$ cat config.mk
export PLATFORM = sky130hd
export DESIGN_NAME = pipe_hazard_ctrl_flat
export DESIGN_NICKNAME = d
export VERILOG_FILES = /design/src/rtl/pipe_hazard_ctrl_if.sv /design/src/rtl/pipe_hazard_ctrl.sv /design/src/flat_wrapper.sv
export SDC_FILE = /design/constraint.sdc
export NUM_CORES = 1
export LEC_CHECK = 0
export ABC_CLOCK_PERIOD_IN_PS = 4000
export CORE_MARGIN = 4
export CORE_UTILIZATION = 53
export CTS_CLUSTER_DIAMETER = 50
export DETAILED_ROUTE_END_ITERATION = 8
export PLACE_DENSITY = 0.92
export SETUP_SLACK_MARGIN = 0.5
export SKIP_CTS_REPAIR_TIMING = 1
export SLEW_MARGIN = 30
export SYNTH_ARGS = -nofsm -noshare
export SYNTH_HDL_FRONTEND = slang
export SYNTH_SLANG_ARGS = --single-unit
$ cat constraint.sdc
create_clock -name clk -period 4 [get_ports clk]
set_clock_uncertainty 0.1 [all_clocks]
set_input_delay 0.4 -clock clk [delete_from_list [all_inputs] [get_ports clk]]
set_output_delay 0.4 -clock clk [all_outputs]
set_load 0.03 [all_outputs]
$ cat src/rtl/pipe_hazard_ctrl_if.sv
// pipe_hazard_ctrl_if -- sideband bundle between the pipeline and its hazard controller.
//   Inputs to the controller: ID source registers and use flags, EX/MEM/WB
//   destinations and write enables, EX load flag, redirect, rom_ready.
//   Outputs from the controller: rom_ce, pc_stall, if_id_stall, if_id_flush,
//   id_ex_flush, fetch_timeout, stall_cnt[CNT_W-1:0], state[1:0], plus
//   fwd_sel_a/fwd_sel_b when PIPE_HAZARD_CTRL_FWD_EN is defined.
//   slave  : controller side.  master : pipeline / driver side.
interface pipe_hazard_ctrl_if #(
  parameter int unsigned CNT_W = 16
);
  logic [4:0]       id_raddr1;
  logic [4:0]       id_raddr2;
  logic             id_rs1_used;
  logic             id_rs2_used;
  logic [4:0]       ex_waddr;
  logic             ex_reg_wr;
  logic             ex_is_load;
  logic [4:0]       mem_waddr;
  logic             mem_reg_wr;
  logic [4:0]       wb_waddr;
  logic             wb_reg_wr;
  logic             redirect;
  logic             rom_ready;

  logic             rom_ce;
  logic             pc_stall;
  logic             if_id_stall;
  logic             if_id_flush;
  logic             id_ex_flush;
  logic             fetch_timeout;
  logic [CNT_W-1:0] stall_cnt;
  logic [1:0]       state;
`ifdef PIPE_HAZARD_CTRL_FWD_EN
  logic [1:0]       fwd_sel_a;
  logic [1:0]       fwd_sel_b;
`endif

  modport slave (
    input  id_raddr1, id_raddr2, id_rs1_used, id_rs2_used,
    input  ex_waddr, ex_reg_wr, ex_is_load, mem_waddr, mem_reg_wr,
    input  wb_waddr, wb_reg_wr, redirect, rom_ready,
    output rom_ce, pc_stall, if_id_stall, if_id_flush, id_ex_flush,
    output fetch_timeout, stall_cnt, state
`ifdef PIPE_HAZARD_CTRL_FWD_EN
    , output fwd_sel_a, fwd_sel_b
`endif
  );

  modport master (
    output id_raddr1, id_raddr2, id_rs1_used, id_rs2_used,
    output ex_waddr, ex_reg_wr, ex_is_load, mem_waddr, mem_reg_wr,
    output wb_waddr, wb_reg_wr, redirect, rom_ready,
    input  rom_ce, pc_stall, if_id_stall, if_id_flush, id_ex_flush,
    input  fetch_timeout, stall_cnt, state
`ifdef PIPE_HAZARD_CTRL_FWD_EN
    , input fwd_sel_a, fwd_sel_b
`endif
  );
endinterface

$ cat src/rtl/pipe_hazard_ctrl.sv
// pipe_hazard_ctrl -- stall/flush sequencing for the 5-stage MIPS32 pipeline.
//   clk       : system clock
//   rst       : asynchronous, active-low reset
//   bus       : pipe_hazard_ctrl_if.slave (hazard inputs, fetch status, controls)
// Detects RAW hazards between ID sources and EX/MEM/WB destinations, holds the
// front end during instruction-ROM wait states, flushes after redirects and
// counts stalled cycles (saturating).
// Optional macro PIPE_HAZARD_CTRL_FWD_EN: adds forwarding selects and reduces
// the hazard to EX load-use only.
module pipe_hazard_ctrl #(
  parameter int unsigned FLUSH_CYCLES = 1,
  parameter int unsigned MAX_WAIT     = 255,
  parameter int unsigned CNT_W        = 16
) (
  input  logic              clk,
  input  logic              rst,
  pipe_hazard_ctrl_if.slave bus
);

  typedef enum logic [1:0] {
    BOOT  = 2'd0,
    RUN   = 2'd1,
    FWAIT = 2'd2,
    REDIR = 2'd3
  } state_e;

  localparam logic [2:0] FLUSH_INIT = 3'(FLUSH_CYCLES);
  localparam logic [7:0] WAIT_LIMIT = 8'(MAX_WAIT);
  localparam bit         REDIR_EN   = (FLUSH_CYCLES > 0);

  state_e           state_q, state_d;
  logic [7:0]       wait_cnt_q, wait_cnt_d;
  logic [2:0]       flush_cnt_q, flush_cnt_d;
  logic             redir_pend_q, redir_pend_d;
  logic             fetch_timeout_q, fetch_timeout_d;
  logic [CNT_W-1:0] stall_cnt_q, stall_cnt_d;
  logic             wait_tick;

  logic rom_ce, pc_stall, if_id_stall, if_id_flush, id_ex_flush;
  logic hit1, hit2, hazard;

`ifdef PIPE_HAZARD_CTRL_FWD_EN
  // Youngest producer wins; $0 always reads the register file.
  function automatic logic [1:0] fwd_pick(
    input logic [4:0] r,
    input logic ex_wr,  input logic [4:0] ex_a,
    input logic mem_wr, input logic [4:0] mem_a,
    input logic wb_wr,  input logic [4:0] wb_a
  );
    logic [1:0] sel;
    sel = 2'd0;
    if (r != 5'd0) begin
      if (ex_wr && ex_a == r)        sel = 2'd1;
      else if (mem_wr && mem_a == r) sel = 2'd2;
      else if (wb_wr && wb_a == r)   sel = 2'd3;
    end
    return sel;
  endfunction

  assign bus.fwd_sel_a = fwd_pick(bus.id_raddr1, bus.ex_reg_wr, bus.ex_waddr,
                                  bus.mem_reg_wr, bus.mem_waddr, bus.wb_reg_wr, bus.wb_waddr);
  assign bus.fwd_sel_b = fwd_pick(bus.id_raddr2, bus.ex_reg_wr, bus.ex_waddr,
                                  bus.mem_reg_wr, bus.mem_waddr, bus.wb_reg_wr, bus.wb_waddr);

  // Only a load in EX cannot be forwarded in time.
  assign hit1 = bus.id_rs1_used && (bus.id_raddr1 != 5'd0) && bus.ex_is_load &&
                bus.ex_reg_wr && (bus.ex_waddr == bus.id_raddr1);
  assign hit2 = bus.id_rs2_used && (bus.id_raddr2 != 5'd0) && bus.ex_is_load &&
                bus.ex_reg_wr && (bus.ex_waddr == bus.id_raddr2);
`else
  logic unused_is_load;
  assign unused_is_load = bus.ex_is_load;

  assign hit1 = bus.id_rs1_used && (bus.id_raddr1 != 5'd0) &&
                ((bus.ex_reg_wr  && bus.ex_waddr  == bus.id_raddr1) ||
                 (bus.mem_reg_wr && bus.mem_waddr == bus.id_raddr1) ||
                 (bus.wb_reg_wr  && bus.wb_waddr  == bus.id_raddr1));
  assign hit2 = bus.id_rs2_used && (bus.id_raddr2 != 5'd0) &&
                ((bus.ex_reg_wr  && bus.ex_waddr  == bus.id_raddr2) ||
                 (bus.mem_reg_wr && bus.mem_waddr == bus.id_raddr2) ||
                 (bus.wb_reg_wr  && bus.wb_waddr  == bus.id_raddr2));
`endif
  assign hazard = hit1 | hit2;

  always_comb begin
    state_d      = state_q;
    wait_cnt_d   = wait_cnt_q;
    flush_cnt_d  = flush_cnt_q;
    redir_pend_d = redir_pend_q;
    wait_tick    = 1'b0;
    rom_ce       = 1'b1;
    pc_stall     = 1'b0;
    if_id_stall  = 1'b0;
    if_id_flush  = 1'b0;
    id_ex_flush  = 1'b0;

    case (state_q)
      BOOT: begin
        rom_ce   = 1'b0;
        pc_stall = 1'b1;
        state_d  = RUN;
      end
      RUN: begin
        if (bus.redirect) begin
          if_id_flush = 1'b1;
          id_ex_flush = 1'b1;
          if (REDIR_EN) begin
            state_d     = REDIR;
            flush_cnt_d = FLUSH_INIT;
          end
        end else if (!bus.rom_ready) begin
          pc_stall    = 1'b1;
          if_id_flush = 1'b1;
          state_d     = FWAIT;
          wait_cnt_d  = 8'd1;
          wait_tick   = 1'b1;
        end else if (hazard) begin
          pc_stall    = 1'b1;
          if_id_stall = 1'b1;
          id_ex_flush = 1'b1;
        end
      end
      FWAIT: begin
        // The cycle rom_ready returns lets the fetch through; ID still holds
        // the NOP inserted during the wait, so no hazard check is needed.
        if (bus.rom_ready) begin
          state_d      = RUN;
          redir_pend_d = 1'b0;
          if (bus.redirect || redir_pend_q) begin
            if_id_flush = 1'b1;
            id_ex_flush = 1'b1;
            if (REDIR_EN) begin
              state_d     = REDIR;
              flush_cnt_d = FLUSH_INIT;
            end
          end
        end else begin
          pc_stall     = 1'b1;
          if_id_flush  = 1'b1;
          redir_pend_d = redir_pend_q | bus.redirect;
          wait_cnt_d   = (wait_cnt_q == 8'hFF) ? 8'hFF : wait_cnt_q + 8'd1;
          wait_tick    = 1'b1;
        end
      end
      REDIR: begin
        if_id_flush = 1'b1;
        if (bus.redirect) begin
          id_ex_flush = 1'b1;
          flush_cnt_d = FLUSH_INIT;
        end else if (flush_cnt_q <= 3'd1) begin
          state_d = RUN;
        end else begin
          flush_cnt_d = flush_cnt_q - 3'd1;
        end
      end
      default: state_d = BOOT;
    endcase

    fetch_timeout_d = fetch_timeout_q | (wait_tick && (wait_cnt_d == WAIT_LIMIT));

    // Controls read as idle while reset is held, independent of the clock.
    if (!rst) begin
      rom_ce      = 1'b0;
      pc_stall    = 1'b0;
      if_id_stall = 1'b0;
      if_id_flush = 1'b0;
      id_ex_flush = 1'b0;
    end

    stall_cnt_d = (pc_stall && (stall_cnt_q != '1)) ? stall_cnt_q + CNT_W'(1) : stall_cnt_q;
  end

  always_ff @(posedge clk or negedge rst) begin
    if (!rst) begin
      state_q         <= BOOT;
      wait_cnt_q      <= '0;
      flush_cnt_q     <= '0;
      redir_pend_q    <= 1'b0;
      fetch_timeout_q <= 1'b0;
      stall_cnt_q     <= '0;
    end else begin
      state_q         <= state_d;
      wait_cnt_q      <= wait_cnt_d;
      flush_cnt_q     <= flush_cnt_d;
      redir_pend_q    <= redir_pend_d;
      fetch_timeout_q <= fetch_timeout_d;
      stall_cnt_q     <= stall_cnt_d;
    end
  end

  assign bus.rom_ce        = rom_ce;
  assign bus.pc_stall      = pc_stall;
  assign bus.if_id_stall   = if_id_stall;
  assign bus.if_id_flush   = if_id_flush;
  assign bus.id_ex_flush   = id_ex_flush;
  assign bus.fetch_timeout = fetch_timeout_q;
  assign bus.stall_cnt     = stall_cnt_q;
  assign bus.state         = state_q;

endmodule

$ cat src/flat_wrapper.sv
// flat-port wrapper written by rule: the top's interface ports become plain ports
module pipe_hazard_ctrl_flat 
#(
  parameter int unsigned FLUSH_CYCLES = 1,
  parameter int unsigned MAX_WAIT     = 255,
  parameter int unsigned CNT_W        = 16
)
  (clk, rst, bus_id_raddr1, bus_id_raddr2, bus_id_rs1_used, bus_id_rs2_used, bus_ex_waddr, bus_ex_reg_wr, bus_ex_is_load, bus_mem_waddr, bus_mem_reg_wr, bus_wb_waddr, bus_wb_reg_wr, bus_redirect, bus_rom_ready, bus_rom_ce, bus_pc_stall, bus_if_id_stall, bus_if_id_flush, bus_id_ex_flush, bus_fetch_timeout, bus_stall_cnt, bus_state);
  pipe_hazard_ctrl_if #(.CNT_W(CNT_W)) bus_i ();
  input  logic clk;
  input  logic rst;
  input wire logic [$bits(bus_i.id_raddr1)-1:0] bus_id_raddr1;
  input wire logic [$bits(bus_i.id_raddr2)-1:0] bus_id_raddr2;
  input wire logic [$bits(bus_i.id_rs1_used)-1:0] bus_id_rs1_used;
  input wire logic [$bits(bus_i.id_rs2_used)-1:0] bus_id_rs2_used;
  input wire logic [$bits(bus_i.ex_waddr)-1:0] bus_ex_waddr;
  input wire logic [$bits(bus_i.ex_reg_wr)-1:0] bus_ex_reg_wr;
  input wire logic [$bits(bus_i.ex_is_load)-1:0] bus_ex_is_load;
  input wire logic [$bits(bus_i.mem_waddr)-1:0] bus_mem_waddr;
  input wire logic [$bits(bus_i.mem_reg_wr)-1:0] bus_mem_reg_wr;
  input wire logic [$bits(bus_i.wb_waddr)-1:0] bus_wb_waddr;
  input wire logic [$bits(bus_i.wb_reg_wr)-1:0] bus_wb_reg_wr;
  input wire logic [$bits(bus_i.redirect)-1:0] bus_redirect;
  input wire logic [$bits(bus_i.rom_ready)-1:0] bus_rom_ready;
  output wire logic [$bits(bus_i.rom_ce)-1:0] bus_rom_ce;
  output wire logic [$bits(bus_i.pc_stall)-1:0] bus_pc_stall;
  output wire logic [$bits(bus_i.if_id_stall)-1:0] bus_if_id_stall;
  output wire logic [$bits(bus_i.if_id_flush)-1:0] bus_if_id_flush;
  output wire logic [$bits(bus_i.id_ex_flush)-1:0] bus_id_ex_flush;
  output wire logic [$bits(bus_i.fetch_timeout)-1:0] bus_fetch_timeout;
  output wire logic [$bits(bus_i.stall_cnt)-1:0] bus_stall_cnt;
  output wire logic [$bits(bus_i.state)-1:0] bus_state;
  assign bus_i.id_raddr1 = bus_id_raddr1;
  assign bus_i.id_raddr2 = bus_id_raddr2;
  assign bus_i.id_rs1_used = bus_id_rs1_used;
  assign bus_i.id_rs2_used = bus_id_rs2_used;
  assign bus_i.ex_waddr = bus_ex_waddr;
  assign bus_i.ex_reg_wr = bus_ex_reg_wr;
  assign bus_i.ex_is_load = bus_ex_is_load;
  assign bus_i.mem_waddr = bus_mem_waddr;
  assign bus_i.mem_reg_wr = bus_mem_reg_wr;
  assign bus_i.wb_waddr = bus_wb_waddr;
  assign bus_i.wb_reg_wr = bus_wb_reg_wr;
  assign bus_i.redirect = bus_redirect;
  assign bus_i.rom_ready = bus_rom_ready;
  assign bus_rom_ce = bus_i.rom_ce;
  assign bus_pc_stall = bus_i.pc_stall;
  assign bus_if_id_stall = bus_i.if_id_stall;
  assign bus_if_id_flush = bus_i.if_id_flush;
  assign bus_id_ex_flush = bus_i.id_ex_flush;
  assign bus_fetch_timeout = bus_i.fetch_timeout;
  assign bus_stall_cnt = bus_i.stall_cnt;
  assign bus_state = bus_i.state;
  pipe_hazard_ctrl #(.FLUSH_CYCLES(FLUSH_CYCLES), .MAX_WAIT(MAX_WAIT), .CNT_W(CNT_W)) u_core (.clk(clk), .rst(rst), .bus(bus_i));
endmodule
==> results.md, run 1 <==
* Later-pin clock latency in the skew report at 0.28 ns
* Mean routed wirelength per cell at 15.3 um
* R2R depth at 10
* Total die area at 0.00538 mm2
* Worst min path class: in2async
* Pre-CTS setup slack at 0.553 ns
* Detailed-route wire length at 5600 um
* Ranking of synthesized cells by area: dfrtp_1, xor2_1, xnor2_1
* All-Layer GR Usage at 22.4%
* Vias at 2107
* Largest net degree at the start of global routing at 29
* Die height at 73.3 um
* Clock tree sinks at 31
* Post-synth top area share at 34.3%
* Measured slew at the worst slew-check pin at 0.475 ns
* Placed cell count at 358
* Slew Viols, Final at 0
* Largest stage delay on the critical path at 0.70 ns
* Syn Area/Cell at 8.83 um2
* CP Capture Type: primary output
* Setup slack after layout at 0.720 ns
* Synth Instances at 256
* Worst EP arrival at 2.78 ns
* Setup repair after global routing missed its margin: no
* Multi-input gate area at 0.00141 mm2
* Post-synth cell types at 47
* Setup TNS at 0 ns
* Clock-pin slew on the worst setup and hold paths at 0.07 ns
* Seq/Total Area, Yosys at 34.3%
* CP cell instances: clkdlybuf4s50_1 > xor2_1 > nor4_2 > nand3_1 > a31o_1 > o211ai_4 > clkdlybuf4s50_1
* RePlAce Congestion at 0.881
* Fillers at 289
* Clock root buffer: clkbuf_8
* Cell taking the most area after synthesis: dfrtp_1
* Initial drt markers at 104
* Syn nets at 299
* # IOs at 59
* Via/cell ratio at 5.76
* Synth Warn # at 0
* Async SR Flop Fraction at 100%
* Setup CP Type: in2out
* Post-synth EDFFs at 0
* Storage cell area at 776 um2
* Synth Cell Area at 0.00226 mm2
* Outcome: finished, final reports clean
* Largest buffer count on any clock path at 2
* Starting density of the core at 55.7%
* Final instance area at 0.00299 mm2
* Layout cell share with drive strength beyond 1 at 6.33%
* Startpoint Class: input pin
* GR Overflow Total at 0
* Syn-to-layout area delta at 32.4%
* Maximum VDD drop at 0.395 mV
* Routed Antenna Nets at 0
* Slowest cell on crit path: clkdlybuf4s50_1
* First-pass GRT wire length at 9540 um
* Core Area at 0.00406 mm2
* Max Freq at 305 MHz
* Core Util, Final at 73.8%
* CTS tree: built
* Slew HR at 68.2%
* Ys flop type: dfrtp_1
* Crit path time final at 3.28 ns
* H-tree levels at 2
* Antenna violations before repair at 0
* Vias in the first global route at 2152
* Post-DP HPWL at 4350 um
* Num CTS Buffers at 5
* Die Wd at 73.3 um
* Leak at 1.29 nW
* PD cells at 470 mW/mm2
* Area after DPL at 0.00287 mm2
* Final std cells w/o fill at 366
* Max_cap viols at 0
* Most frequent cell after synthesis: dfrtp_1
* Final setup fails at 0
* Router iterations before antenna repair at 4
* Port Buf Inserts at 57
* Number of synthesized register bits at 31
* Top cells by count, synth: dfrtp_1, xor2_1, nor2_1, xnor2_1, nand2_1
* CP dominant cell by count: clkdlybuf4s50_1
* Residual DRC at 0
* Maximum fanout along the worst path at 4
* Antenna cells at 0
* Worst endpoint required time at 3.50 ns
* Tcrit/Tclk final at 82.0%
* Final Hold Viols at 0
* Fin nets at 358
* Std-Cell Rows at 23
==> cells by family (layout without fill, tap and decap cells) <==
family / after synthesis / in the layout / synth area share (%)
xor gates and xnor gates: 44 / 44 / 17.0
adders and majority gates: 8 / 8 / 4.43
buffers and inverters: 17 / 77 / 3.32
muxes: 2 / 2 / 1.16
DFF: 31 / 31 / 34.3
AOI/OAI and AO/OA: 53 / 53 / 15.1
and+or+nand+nor: 101 / 101 / 24.6
==> sequential cells by signal (all words and copies together) (netlist names) <==
signal                    count
u_core.bus.fetch_timeout      1
u_core.wait_cnt_q             8
u_core.bus.state              2
u_core.flush_cnt_q            3
u_core.redir_pend_q           1
u_core.bus.stall_cnt         16
==> final timing paths <==
check	slack, ns	end	from
worst min register to register	0.39	u_core.bus.stall_cnt[10]	u_core.bus.stall_cnt[10]
worst min-delay path	0.24	u_core.redir_pend_q	rst
worst max-delay path	0.72	bus_pc_stall	bus_id_raddr2[1]
worst max register to register	1.46	u_core.bus.stall_cnt[1]	u_core.bus.state[1]
min in group clk	0.39	u_core.bus.stall_cnt[10]	u_core.bus.stall_cnt[10]
max in group asynchronous	2.92	u_core.flush_cnt_q[0]	rst
==> critical path, delay by kind of cell <==
kind | cells | cell delay (ns)
simple gates | 2 | 0.47
xor+xnor | 1 | 0.19
compound gates | 2 | 0.50
buf+inv | 2 | 1.21
==> layer usage <==
layer	track usage [%]	wire [um]	part of all wire (%)	vias up
met5	0	0	0	-
met4	8.25	121	2.2	0
met3	4.79	312	5.6	14
met2	38.5	2890	52	74
met1	27.4	2280	41	994
li1	-	-	-	1025
==> cell type report <==
| type | count | area share (%) |
|---|---|---|
| clock buffer | 6 | 2.76 |
| clock inverter | 2 | 1.17 |
| inverter | 10 | 1.25 |
| multi-input combinational | 208 | 47.1 |
| sequential | 31 | 25.9 |
| tap | 50 | 2.09 |
| timing repair buffer | 59 | 19.7 |
==> report_power, final <==
group | leakage (nW) | switching, W | internal, W | total (W)
sequential | 0.413 | 0.0000575 | 0.000362 | 0.000420
combinational | 0.814 | 0.000390 | 0.000274 | 0.000664
clock | 0.0612 | 0.000122 | 0.000201 | 0.000323
==> through the flow <==
| step | hold WS, ns | total power (W) |
|---|---|---|
| 6_report | 0.244 | 0.00141 |
| 5_1_grt | 0.261 | 0.00150 |
| 3_3_place_gp | 0.355 | 0.00105 |
| 3_5_place_dp | 0.377 | 0.00108 |
| 2_1_floorplan | 0.00441 | 0.000851 |
| 4_1_cts | 0.244 | 0.00141 |
==> cells in the final DEF, fill, tap and decap left out, drive strengths merged, types with 3 or more instances in the layout <==
cell type | synthesis | final
xnor2 | 20 | 20
nand3b | 5 | 5
o21ai | 19 | 19
nand3 | 9 | 9
clkdlybuf4s50 | 0 | 55
nor3 | 4 | 4
inv | 10 | 10
and3 | 12 | 12
dfrtp | 31 | 31
a21oi | 14 | 14
xor2 | 24 | 24
nand2 | 19 | 19
a31oi | 3 | 3
nand2b | 4 | 4
clkbuf | 6 | 6
nor4 | 6 | 6
nor2b | 6 | 6
ha | 8 | 8
nor2 | 21 | 21
nand4 | 8 | 8
No activity file was read; power rests on OpenSTA's default activity.
==> inputs of run 2 (changes only) <==
Settings changed: ABC_CLOCK_PERIOD_IN_PS 4000 to 2650, CORE_UTILIZATION 53 to 44, PLACE_DENSITY 0.92 to 0.82.
Clock period 4 ns to 2.65 ns, I/O delays scaled along.
==> run 2 against run 1 <==
Critical path type unchanged. Global-route usage is 5.2 points lower. Largest cell class unchanged. First-iteration DRC count is 42% higher. Count of clock-buffer cells in the layout is 1 higher. Clock power is 11% higher.
==> results.md, run 2 (synthesized netlist as in run 1, its figures left out) <==
* Final setup fails at 0 (unchanged)
* Mean routed wirelength per cell at 14.7 um (-3.8%)
* Vias in the first global route at 2021 (-6.1%)
* Core Area at 0.00485 mm2 (+19%)
* Detailed-route wire length at 5980 um (+6.8%)
* Measured slew at the worst slew-check pin at 0.441 ns (-0.0333 ns)
* CP Capture Type: primary output
* Maximum VDD drop at 0.525 mV (+33%)
* CTS tree: built
* Tcrit/Tclk final at 85.4%
* H-tree levels at 2 (unchanged)
* Residual DRC at 0 (unchanged)
* Clock-pin slew on the worst setup and hold paths at 0.07 ns (about the same)
* Worst EP arrival at 1.90 ns (-0.88 ns)
* First-pass GRT wire length at 8760 um (-8.2%)
* Gr busiest metal: met2
* RePlAce Congestion at 0.872 (-1.0%)
* Die height at 79.7 um (+8.7%)
* Multi-input gate area at 0.00158 mm2 (+12%)
* Largest stage delay on the critical path at 0.34 ns (-0.36 ns)
* Fillers at 356 (+23%)
* Layout cell share with drive strength beyond 1 at 25.1% (+19 points)
* Total die area at 0.00635 mm2 (+18%)
* Antenna cells at 0 (unchanged)
* Initial drt markers at 148 (+42%)
* Antenna violations before repair at 0 (unchanged)
* Fin nets at 381 (+6.4%)
* Met2 usage in global routing at 29.7% (-8.8 points)
* Worst min path class: in2reg
* Slew Viols, Final at 0 (unchanged)
* Max_cap viols at 0 (unchanged)
* Final Hold Viols at 0 (unchanged)
* Port Buf Inserts at 57 (unchanged)
* Routed Antenna Nets at 0 (unchanged)
* Pre-CTS setup slack at -0.0571 ns (-0.610 ns)
* Largest net degree at the start of global routing at 32 (+10%)
* Global routing usage on met3 at 2.93% (-1.9 points)
* Max Freq at 442 MHz
* Std-Cell Rows at 25 (+8.7%)
* GR Overflow Total at 0 (unchanged)
* Most frequent cells in the layout: clkdlybuf4s50_1, dfrtp_1, buf_4
* Crit path time final at 2.26 ns
* Leak at 1.55 nW (+20%)
* Die Wd at 79.7 um (+8.7%)
* Outcome: finished, final reports clean
* CP cell instances: buf_8 > buf_6 > xor2_2 > nor4_2 > nand3_1 > a31o_1 > o211ai_4 > buf_12 > buf_8
* Largest buffer count on any clock path at 2 (unchanged)
* Router iterations before antenna repair at 4 (unchanged)
* # IOs at 59 (unchanged)
* Slowest cell on crit path: nor4_2
* Num CTS Buffers at 5 (unchanged)
* Storage cell area at 778 um2 (+0.32%)
* Setup repair after global routing missed its margin: yes
* Post-DP HPWL at 4230 um (-2.7%)
* Startpoint Class: input pin
* Setup CP Type: in2out
* Clock root buffer: clkbuf_8
* Setup slack after layout at 0.387 ns (-0.333 ns)
* PD cells at 666 mW/mm2 (+42%)
* Syn-to-layout area delta at 48.3%
* CP dominant cell by count: buf_8
* Later-pin clock latency in the skew report at 0.28 ns (about the same)
* Largest register FFs at 16 (unchanged)
* Vias at 2224 (+5.6%)
* Maximum fanout along the worst path at 4 (unchanged)
* Starting density of the core at 46.6% (-9.1 points)
* GR Util met1 at 21.1% (-6.3 points)
* Worst endpoint required time at 2.29 ns (-1.21 ns)
* Post-Route Hold Slack at 0.267 ns (+0.0231 ns)
* Via/cell ratio at 5.48 (-4.8%)
* Clock tree sinks at 31 (unchanged)
* Slew HR at 69.8% (+1.6 points)
* All-Layer GR Usage at 17.2% (-5.2 points)
run 2: cell count changes in the layout (fill, tap and decap cells not counted), moves of 4 or more:
| cell | change |
|---|---|
| buf_4 | +23 |
| clkbuf_2 | +6 |
| clkdlybuf4s50_1 | -26 |
| dlymetal6s2s_1 | +14 |
| ha_1 | -4 |
| nor2_1 | -6 |
| nor2_2 | +5 |
| nor4_1 | -4 |
| nor4_2 | +4 |
run 2: routing by layer:
layer / up-vias / part of all wire [%]
met2: 59 / 52
met4: 0 / 1.7
li1: 1078 / -
met3: 10 / 4.1
met5: - / 0
met1: 1077 / 42
run 2: stage by stage:
| step | instances | utilization (%) | total power [W] | setup TNS (ns) | cell area (um2) |
|---|---|---|---|---|---|
| after detailed placement | 382 | 60.8 | 0.00166 | -0.260 | 2950 |
| after floorplan | 256 | - | 0.00129 | 0 | 2260 |
| final | 406 | 69.2 | 0.00223 | 0 | 3350 |
| after global routing | 406 | 69.2 | 0.00238 | 0 | 3350 |
| after global placement | 382 | 60.8 | 0.00164 | -0.0267 | 2950 |
| after CTS | 390 | 62.5 | 0.00202 | -0.145 | 3030 |
run 2: area by class of cell:
cell class / instances / area share, %
Timing Repair Buffer: 82 / 23.6
Clock buffer: 7 / 2.28
Tap cell: 67 / 2.50
Clock inverter: 1 / 0.149
Sequential cell: 31 / 23.2
Multi-Input combinational cell: 208 / 47.1
Inverter: 10 / 1.12
run 2: power breakdown:
group	total, W	internal [W]	switching [W]
combinational	0.00124	0.000571	0.000669
sequential	0.000637	0.000550	0.0000876
clock	0.000358	0.000184	0.000174
run 2: worst max-delay path: cells and delay by family:
kind	cells	cell delay (ns)
compound gates	2	0.54
xor+xnor	1	0.14
buf+inv	4	0.47
simple gates	2	0.47
run 2: path summary, 6_finish.rpt:
path	from	end	slack, ns	cells after the start
min reg2reg	u_core.flush_cnt_q[2]	u_core.flush_cnt_q[2]	0.40	2
max reg2reg	u_core.bus.state[0]	u_core.bus.stall_cnt[9]	0.55	11
min	bus_rom_ready	u_core.redir_pend_q	0.27	2
min in group asynchronous	rst	u_core.bus.stall_cnt[11]	0.42	2
max	bus_id_raddr2[3]	bus_pc_stall	0.39	9
max in group asynchronous	rst	u_core.bus.state[0]	1.72	2
